[src/rtl/fetch_pkg.sv]
// Shared types and helpers for the fetch front end.
package fetch_pkg;

    localparam int ADDR_WIDTH_DEF  = 32;
    localparam int FETCH_BYTES_DEF = 16;
    localparam int FETCH_OFFSET_W  = $clog2(FETCH_BYTES_DEF);
    localparam int ALIGN_W         = 64;

    typedef enum logic [1:0] {
        ST_IDLE = 2'd0,
        ST_REQ  = 2'd1,
        ST_HOLD = 2'd2
    } fetch1_state_e;

    // Clear the low off_w bits so the address points at the start of its block.
    function automatic logic [ALIGN_W-1:0] align_addr(input logic [ALIGN_W-1:0] addr,
                                                      input int unsigned off_w);
        return addr & ({ALIGN_W{1'b1}} << off_w);
    endfunction

endpackage

[src/rtl/fetch1_pc_gen.sv]
// Fetch PC generator: block PC, first-byte offset and the discard flag
// for a request that was overtaken by a redirect.
module fetch1_pc_gen
    import fetch_pkg::*;
#(
    parameter int                    ADDR_WIDTH   = ADDR_WIDTH_DEF,
    parameter int                    FETCH_BYTES  = FETCH_BYTES_DEF,
    parameter logic [ADDR_WIDTH-1:0] RESET_VECTOR = {ADDR_WIDTH{1'b0}}
) (
    input  logic                           clk,
    input  logic                           rst_n,
    input  logic                           advance,
    input  logic                           redirect,
    input  logic [ADDR_WIDTH-1:0]          redirect_addr,
    input  logic                           set_discard,
    input  logic                           clr_discard,
    output logic [ADDR_WIDTH-1:0]          pc,
    output logic [$clog2(FETCH_BYTES)-1:0] offset,
    output logic                           discard,
    output logic [ADDR_WIDTH-1:0]          pc_next
);

    localparam int OFF_W = $clog2(FETCH_BYTES);

    logic [ADDR_WIDTH-1:0] pc_r;
    logic [OFF_W-1:0]      offset_r;
    logic                  discard_r;
    logic [ADDR_WIDTH-1:0] pc_next_s;
    logic [OFF_W-1:0]      offset_next_s;
    logic                  discard_next_s;

    // Next PC/offset/discard: a redirect overrides any advance in the same cycle.
    always_comb begin
        pc_next_s      = pc_r;
        offset_next_s  = offset_r;
        discard_next_s = discard_r;
        if (redirect) begin
            pc_next_s      = ADDR_WIDTH'(align_addr(ALIGN_W'(redirect_addr), OFF_W));
            offset_next_s  = redirect_addr[OFF_W-1:0];
            discard_next_s = set_discard;
        end else begin
            if (advance) begin
                pc_next_s     = pc_r + ADDR_WIDTH'(FETCH_BYTES);
                offset_next_s = {OFF_W{1'b0}};
            end else begin
                pc_next_s     = pc_r;
                offset_next_s = offset_r;
            end
            if (clr_discard) begin
                discard_next_s = 1'b0;
            end else begin
                discard_next_s = discard_r;
            end
        end
    end

    // PC state register.
    always_ff @(posedge clk or negedge rst_n) begin
        if (!rst_n) begin
            pc_r      <= RESET_VECTOR;
            offset_r  <= {OFF_W{1'b0}};
            discard_r <= 1'b0;
        end else begin
            pc_r      <= pc_next_s;
            offset_r  <= offset_next_s;
            discard_r <= discard_next_s;
        end
    end

    assign pc      = pc_r;
    assign offset  = offset_r;
    assign discard = discard_r;
    assign pc_next = pc_next_s;

endmodule

[src/rtl/fetch1_stage.sv]
// Fetch stage 1: issues aligned block requests to the I-cache and presents
// returned blocks to fetch2. Optional counters: define FETCH1_PERF_CNT_EN.
module fetch1_stage
    import fetch_pkg::*;
#(
    parameter int                    ADDR_WIDTH   = ADDR_WIDTH_DEF,
    parameter int                    FETCH_BYTES  = FETCH_BYTES_DEF,
    parameter logic [ADDR_WIDTH-1:0] RESET_VECTOR = ADDR_WIDTH'(32'h0000_0000)
) (
    input  logic                           clock_i,
    input  logic                           reset_i,
    input  logic                           stall_i,
    input  logic                           redirect_valid_i,
    input  logic [ADDR_WIDTH-1:0]          redirect_addr_i,
    output logic                           icache_req_o,
    output logic [ADDR_WIDTH-1:0]          icache_addr_o,
    input  logic                           icache_ack_i,
    input  logic [FETCH_BYTES*8-1:0]       icache_data_i,
    output logic                           fetch_valid_o,
    output logic [ADDR_WIDTH-1:0]          fetch_pc_o,
    output logic [$clog2(FETCH_BYTES)-1:0] fetch_offset_o,
    output logic [FETCH_BYTES*8-1:0]       fetch_data_o
`ifdef FETCH1_PERF_CNT_EN
    , output logic [31:0]                  perf_stall_cycles_o
    , output logic [31:0]                  perf_discards_o
`endif
);

    localparam int OFF_W  = $clog2(FETCH_BYTES);
    localparam int DATA_W = FETCH_BYTES * 8;

    fetch1_state_e         state_r;
    fetch1_state_e         state_next_s;
    logic                  advance_s;
    logic                  redir_s;
    logic                  set_discard_s;
    logic                  clr_discard_s;
    logic                  capture_s;
    logic                  drop_s;
    logic                  load_addr_s;
    logic                  valid_next_s;
    logic [ADDR_WIDTH-1:0] pc_s;
    logic [ADDR_WIDTH-1:0] pc_next_s;
    logic [OFF_W-1:0]      offset_s;
    logic                  discard_s;

    fetch1_pc_gen #(
        .ADDR_WIDTH   (ADDR_WIDTH),
        .FETCH_BYTES  (FETCH_BYTES),
        .RESET_VECTOR (RESET_VECTOR)
    ) u_pc_gen (
        .clk           (clock_i),
        .rst_n         (reset_i),
        .advance       (advance_s),
        .redirect      (redir_s),
        .redirect_addr (redirect_addr_i),
        .set_discard   (set_discard_s),
        .clr_discard   (clr_discard_s),
        .pc            (pc_s),
        .offset        (offset_s),
        .discard       (discard_s),
        .pc_next       (pc_next_s)
    );

    // Next-state and control decode; a stalled output register keeps its valid.
    always_comb begin
        state_next_s  = state_r;
        advance_s     = 1'b0;
        redir_s       = 1'b0;
        set_discard_s = 1'b0;
        clr_discard_s = 1'b0;
        capture_s     = 1'b0;
        drop_s        = 1'b0;
        load_addr_s   = 1'b0;
        valid_next_s  = stall_i ? fetch_valid_o : 1'b0;
        case (state_r)
            ST_IDLE: begin
                state_next_s = ST_REQ;
                load_addr_s  = 1'b1;
            end
            ST_REQ: begin
                if (redirect_valid_i) begin
                    // The cache address stays put while the old request is in flight.
                    redir_s       = 1'b1;
                    set_discard_s = ~icache_ack_i;
                    drop_s        = icache_ack_i;
                    load_addr_s   = icache_ack_i;
                    valid_next_s  = 1'b0;
                end else if (icache_ack_i) begin
                    if (discard_s) begin
                        drop_s        = 1'b1;
                        clr_discard_s = 1'b1;
                        load_addr_s   = 1'b1;
                    end else begin
                        capture_s    = 1'b1;
                        valid_next_s = 1'b1;
                        if (stall_i) begin
                            state_next_s = ST_HOLD;
                        end else begin
                            advance_s   = 1'b1;
                            load_addr_s = 1'b1;
                        end
                    end
                end else begin
                    state_next_s = ST_REQ;
                end
            end
            ST_HOLD: begin
                if (redirect_valid_i) begin
                    redir_s      = 1'b1;
                    valid_next_s = 1'b0;
                    state_next_s = ST_REQ;
                    load_addr_s  = 1'b1;
                end else if (!stall_i) begin
                    advance_s    = 1'b1;
                    valid_next_s = 1'b0;
                    state_next_s = ST_REQ;
                    load_addr_s  = 1'b1;
                end else begin
                    state_next_s = ST_HOLD;
                end
            end
            default: begin
                state_next_s = ST_IDLE;
                valid_next_s = 1'b0;
            end
        endcase
    end

    // State and cache request registers.
    always_ff @(posedge clock_i or negedge reset_i) begin
        if (!reset_i) begin
            state_r       <= ST_IDLE;
            icache_req_o  <= 1'b0;
            icache_addr_o <= RESET_VECTOR;
        end else begin
            state_r       <= state_next_s;
            icache_req_o  <= (state_next_s == ST_REQ);
            icache_addr_o <= load_addr_s ? pc_next_s : icache_addr_o;
        end
    end

    // Output register towards fetch2.
    always_ff @(posedge clock_i or negedge reset_i) begin
        if (!reset_i) begin
            fetch_valid_o  <= 1'b0;
            fetch_pc_o     <= {ADDR_WIDTH{1'b0}};
            fetch_offset_o <= {OFF_W{1'b0}};
            fetch_data_o   <= {DATA_W{1'b0}};
        end else begin
            fetch_valid_o <= valid_next_s;
            if (capture_s) begin
                fetch_pc_o     <= pc_s;
                fetch_offset_o <= offset_s;
                fetch_data_o   <= icache_data_i;
            end else begin
                fetch_pc_o     <= fetch_pc_o;
                fetch_offset_o <= fetch_offset_o;
                fetch_data_o   <= fetch_data_o;
            end
        end
    end

`ifdef FETCH1_PERF_CNT_EN
    // Saturating counters for HOLD cycles and dropped acks.
    always_ff @(posedge clock_i or negedge reset_i) begin
        if (!reset_i) begin
            perf_stall_cycles_o <= 32'd0;
            perf_discards_o     <= 32'd0;
        end else begin
            if ((state_r == ST_HOLD) && (perf_stall_cycles_o != {32{1'b1}})) begin
                perf_stall_cycles_o <= perf_stall_cycles_o + 32'd1;
            end else begin
                perf_stall_cycles_o <= perf_stall_cycles_o;
            end
            if (drop_s && (perf_discards_o != {32{1'b1}})) begin
                perf_discards_o <= perf_discards_o + 32'd1;
            end else begin
                perf_discards_o <= perf_discards_o;
            end
        end
    end
`endif

endmodule

[config.mk]
export PLATFORM = sky130hd
export DESIGN_NAME = fetch1_stage
export DESIGN_NICKNAME = d
export VERILOG_FILES = /design/src/rtl/fetch_pkg.sv /design/src/rtl/fetch1_pc_gen.sv /design/src/rtl/fetch1_stage.sv
export SDC_FILE = /design/constraint.sdc
export NUM_CORES = 1
export LEC_CHECK = 0
export BUFFER_PORTS_ARGS = -buffer_cell sky130_fd_sc_hd__buf_2
export CORE_MARGIN = 1
export CORE_UTILIZATION = 49
export CTS_CLUSTER_DIAMETER = 80
export DETAILED_ROUTE_END_ITERATION = 6
export GPL_ROUTABILITY_DRIVEN = 0
export PLACE_DENSITY = 0.8
export SLEW_MARGIN = 15
export SYNTH_ARGS = -nofsm -noshare
export SYNTH_HDL_FRONTEND = slang
export SYNTH_HIERARCHICAL = 1
export SYNTH_SLANG_ARGS = --single-unit
[constraint.sdc]
create_clock -name clock_i -period 3.7 [get_ports clock_i]
set_clock_uncertainty 0.1 [all_clocks]
set_input_delay 0 -clock clock_i [delete_from_list [all_inputs] [get_ports clock_i]]
set_output_delay 0 -clock clock_i [all_outputs]
set_load 0.05 [all_outputs]
Yosys cells after proc, flatten, opt, wreduce, memory -nomap -nowiden
Index checks and enable logic that the tools add are counted.
Storage, ports and cells
  register bits: 237
Cells by class
  bitwise operators: 1
  reduce and logical (&&, ||, !) cells: 4
  equality and inequality tests: 3
  muxes and demuxes: 43
  add/subtract/negate cells: 1
Operator list (number)
  two-way mux 32 bit: 2
  adder 32 x 5 -> 32 bit, second input constant: 1
  two-way mux 1 bit: 29
  two-way mux 2 bit: 6
  two-way mux 4 bit: 2
  one-hot mux 1 bit (3 select lines): 2
  one-hot mux 2 bit (3 select lines): 1
  equality test 2 x 1 -> 1 bit, second input constant: 2
  nonzero test 2 bit: 2
  equality test 2 bit, second input constant: 1
  logical NOT 2 bit: 1
  one-hot mux 1 bit (2 select lines): 1
  OR reduction 2 bit: 1
  NOT 1 bit: 1

Longest topological paths before layout
  depth after elaboration: 7
  mapped depth: 14
  mapped depth without buffers: 10

Cells and area by module
Netlist, hierarchy kept.
Modules (own cells, without submodules)
  fetch1_stage: instances 1, seq. area each 5004.8 um^2, cells each 452, area each 7609.8 um^2
  fetch1_pc_gen: instances 1, seq. area each 925.9 um^2, cells each 217, area each 1996.9 um^2

Worst setup path before layout
OpenSTA, ideal clock, no wires.
  kind: reg-to-reg
  from: reg state_r[1]
  to: reg icache_addr_o[29]
  buffers on the path: 4
  required time: 3475 ps
  path slack: 467 ps
  arrival time: 3009 ps
  cell stages (with the launch flop): 15
  cells stage by stage: dfrtp_1 > inv_1 > ha_1 > and4bb_1 > buf_2 > buf_4 > a21oi_1 > nor3b_1 > buf_2 > and4_1 > buf_2 > nand4_1 > o31a_1 > o31a_1 > mux2_2
On the way
  word-level cells in the longest chain between the ends: 4
  elaborated cells on any way between the ends: 9
RTL lines
  start, declared: RTL line fetch1_stage.sv:32  | fetch1_state_e state_r;
  start signal, assigned: RTL line fetch1_stage.sv:137  | state_r <= state_next_s;
  equality test 2 bit / equality test 2 x 1 -> 1 bit (equally long branches): RTL line fetch1_stage.sv:76  | case (state_r)
  one-hot mux 1 bit (2 select lines) (*): RTL line fetch1_stage.sv:76
  net advance_s: RTL line fetch1_stage.sv:34  | logic advance_s;
  two-way mux 32 bit (*): RTL line fetch1_pc_gen.sv:42  | if (advance) begin
  two-way mux 32 bit (*): RTL line fetch1_pc_gen.sv:37  | if (redirect) begin
  net pc_next_s[29]: RTL line fetch1_stage.sv:43  | logic [ADDR_WIDTH-1:0] pc_next_s;
  end signal, assigned: RTL line fetch1_stage.sv:139  | icache_addr_o <= load_addr_s ? pc_next_s : icache_addr_o;
  end, declared: RTL line fetch1_stage.sv:16  | output logic [ADDR_WIDTH-1:0] icache_addr_o,
Mark *: on every way through the listed nets, which the timed path passes. The rest lies on a longest branch.
A chain may end at the register's enable or synchronous reset.

Worst setup path after layout
  from: reg state_r[1]
  to: reg icache_addr_o[23]
The elaborated chain is that of the path after synthesis.

==> reports/qor.yml <==
hold_violations: 0
yosys.area_share.simple_pct: 7.22
crit_type: "flip-flop to flip-flop"
cts_buffers: 25
cp_max_fo: 12
cp-startpoint: "state_r[1]"
die_area_um2: 20200
clock-sinks: 237
avgSynthCellArea_um2: 14.4
synth.top_cell.area_share_pct: 61.7
synth_xor_xnor_area_share_pct: 1.28
worst_slack_ps: 406
synth_top_area_cell: "dfrtp_1"
finalHoldWorstSlack_ps: 20.4
muxShareOfSynthArea_pct: 23.1
rsz0062_at_grt: "false"
synth_compound_area_share_pct: 3.70
clk_pin_slew_worst_paths_ps: 60
dpl.hpwl_um: 17100
antenna_found_initial: 9
die_x_um: 142
cts.htree.levels: 1
synth_fa_ha_area_share_pct: 0.651
fin_crit_sh_pct: 89.0
end_kind: "flip-flop"
drv_cap: 0
yosysSeqAreaShare_pct: 61.7
syn_inst: 669
final_area_um2: 14100
wirelength_um: 29900
synthTopCellsByArea: "dfrtp_1, mux2_2, buf_4, nand2_1, o21ai_0"
hold_path.class: "input port to async pin"
area_growth_pct: 47.2
grt_overflow_total: 0
finalSetupTns_ps: 0
die_h_um: 142
syn-cell-area_um2: 9610
yosys.cell_count.top_type: "dfrtp_1"
critPathArrivalTime_ps: 3630
reg2reg_depth: 11
wl_per_cell_um: 20.1
leakage_nw: 6.60
clk_latency_ps: 500
peakVddDrop_uv: 756
power_mw: 15.0
critPathCapture: "icache_addr_o[23]"
pre_cts_ws_ps: 452
slew_headroom_pct: 35.6
clock_path_buffers: 3
post_cts_resized: 0
crit_required_ps: 4040
cts.hold.buffers_added: 167
synth_ff_type: "dfrtp_1"
cts_tree: "built"
dr.first_iter.drc_count: 502
crit_path_start_kind: "flip-flop"
setup_viol: 0
synth_warnings: 6
fin_nets: 1368
min_period_ps: 3290
worstReg2RegEnd: "icache_addr_o[23]"
rrSetupSlack_ps: 410
drc: 0
routed_via_density: 5.27
power_density_nw_per_um2: 1060
start_util_pct: 50.7
tightest_slew_ps: 966
status: "finished clean"
synth_common_cells: "dfrtp_1, mux2_2, nand2_1"
place_area_um2: 11600
io-pin-count: 363
rr_startpoint: "state_r[1]"
drtAntennaViolNets: 0
synth_edf_count: 0
grt_pass1_vias: 8243
core_area_um2: 19000
post-cts-setup-buffers: 0
grt_max_degree: 165
synth_cell_types: 49
drive_gt1_share_pct: 50.2
synth-seq-cells: 237
syn_nets: 839
vias: 7838
synth_top_family_by_area: "multiplexers"
port_buffers: 362
grt_first_pass_wirelength_um: 45000
clock-root-buffer: "clkbuf_16"
async_flop_share_pct: 100
rows: 50
max_freq_mhz: 304
dr.pass1.iters: 5
grt_usage_pct: 29.1
slew_violations: 0
[metal layers]
metal | track usage [%] | part of all wire (%) | vias up
li1 | - | - | 3497
met1 | 33.6 | 38 | 3874
met2 | 50.3 | 51 | 377
met3 | 7.10 | 7.8 | 90
met4 | 14.7 | 3.9 | 0
met5 | 0 | 0 | -
[power breakdown]
part	internal, mW	total [mW]	switching [mW]
sequential	3.84	4.72	0.881
combinational	2.32	7.87	5.55
clock	1.42	2.44	1.02
total	7.58	15.0	7.45
[registers in the layout, indices dropped and copies added, names as in the netlist]
name	cells
u_pc_gen/pc	32
state_r	2
u_pc_gen/offset	4
icache_addr_o	32
fetch_pc_o	32
fetch_offset_o	4
fetch_valid_o	1
icache_req_o	1
u_pc_gen/discard	1
fetch_data_o	128
[area by class of cell]
cell class / count / area, µm²
Antenna cell: 10 / 25.0
Clock buffer: 36 / 717
Clock inverter: 9 / 76.3
Fill cell: 1156 / 4820
Inverter: 7 / 26.3
Multi-Input combinational cell: 391 / 3470
Sequential cell: 237 / 5930
Tap cell: 260 / 325
Timing Repair Buffer: 536 / 3570
[logic make-up after synthesis]
logic type | Yosys count
flip-flops | 237
multiplexers | 197
AND/OR/NAND/NOR | 121
AO/OA/AOI/OAI | 54
buffers and inverters | 41
XOR/XNOR | 14
adder cells (fa/ha/maj) | 5
[through the flow]
stage / instances / utilization [%]
finish: 1486 / 74.6
global route: 1486 / 74.6
CTS: 1476 / 74.4
detailed placement: 1264 / 61.4
global placement: 1264 / 61.4
floorplan: 669 / -
[worst min path at each step]
| stage | endpoint | slack, ps | startpoint | cells past startpoint |
|---|---|---|---|---|
| floorplan | fetch_data_o[0] | -400 | reset_i | 0 |
| global placement | fetch_pc_o[16] | -10 | reset_i | 1 |
| detailed placement | fetch_pc_o[16] | -10 | reset_i | 1 |
| CTS | fetch_pc_o[16] | 40 | reset_i | 2 |
| global route | fetch_pc_o[16] | 100 | reset_i | 2 |
| finish | fetch_pc_o[16] | 20 | reset_i | 2 |
[placed cells by master, fill, tap and decap left out, types with 6 or more instances in the layout]
master and n:
buf_2 361, dfrtp_1 237, mux2_2 194, dlygate4sd3_1 167
nand2_1 30, clkbuf_16 25, o21ai_0 22, nor2_1 18
nand3_1 11, a31oi_1 11, diode_2 10, nand4_1 9
xnor2_1 8, inv_1 7, or3_1 7, clkinv_2 6
clkbuf_1 6, nor4_1 6, xor2_1 6
[critical path, cell delays in order, from the launching register on]
cell	delay [ps]
dfrtp_1	410
inv_1	90
ha_1	290
and4bb_4	300
a21oi_1	50
nor3b_1	180
buf_4	190
and4_1	530
nand3_1	260
or4_1	450
a31oi_1	210
mux2_2	180
No activity file was read; power rests on OpenSTA's default activity.
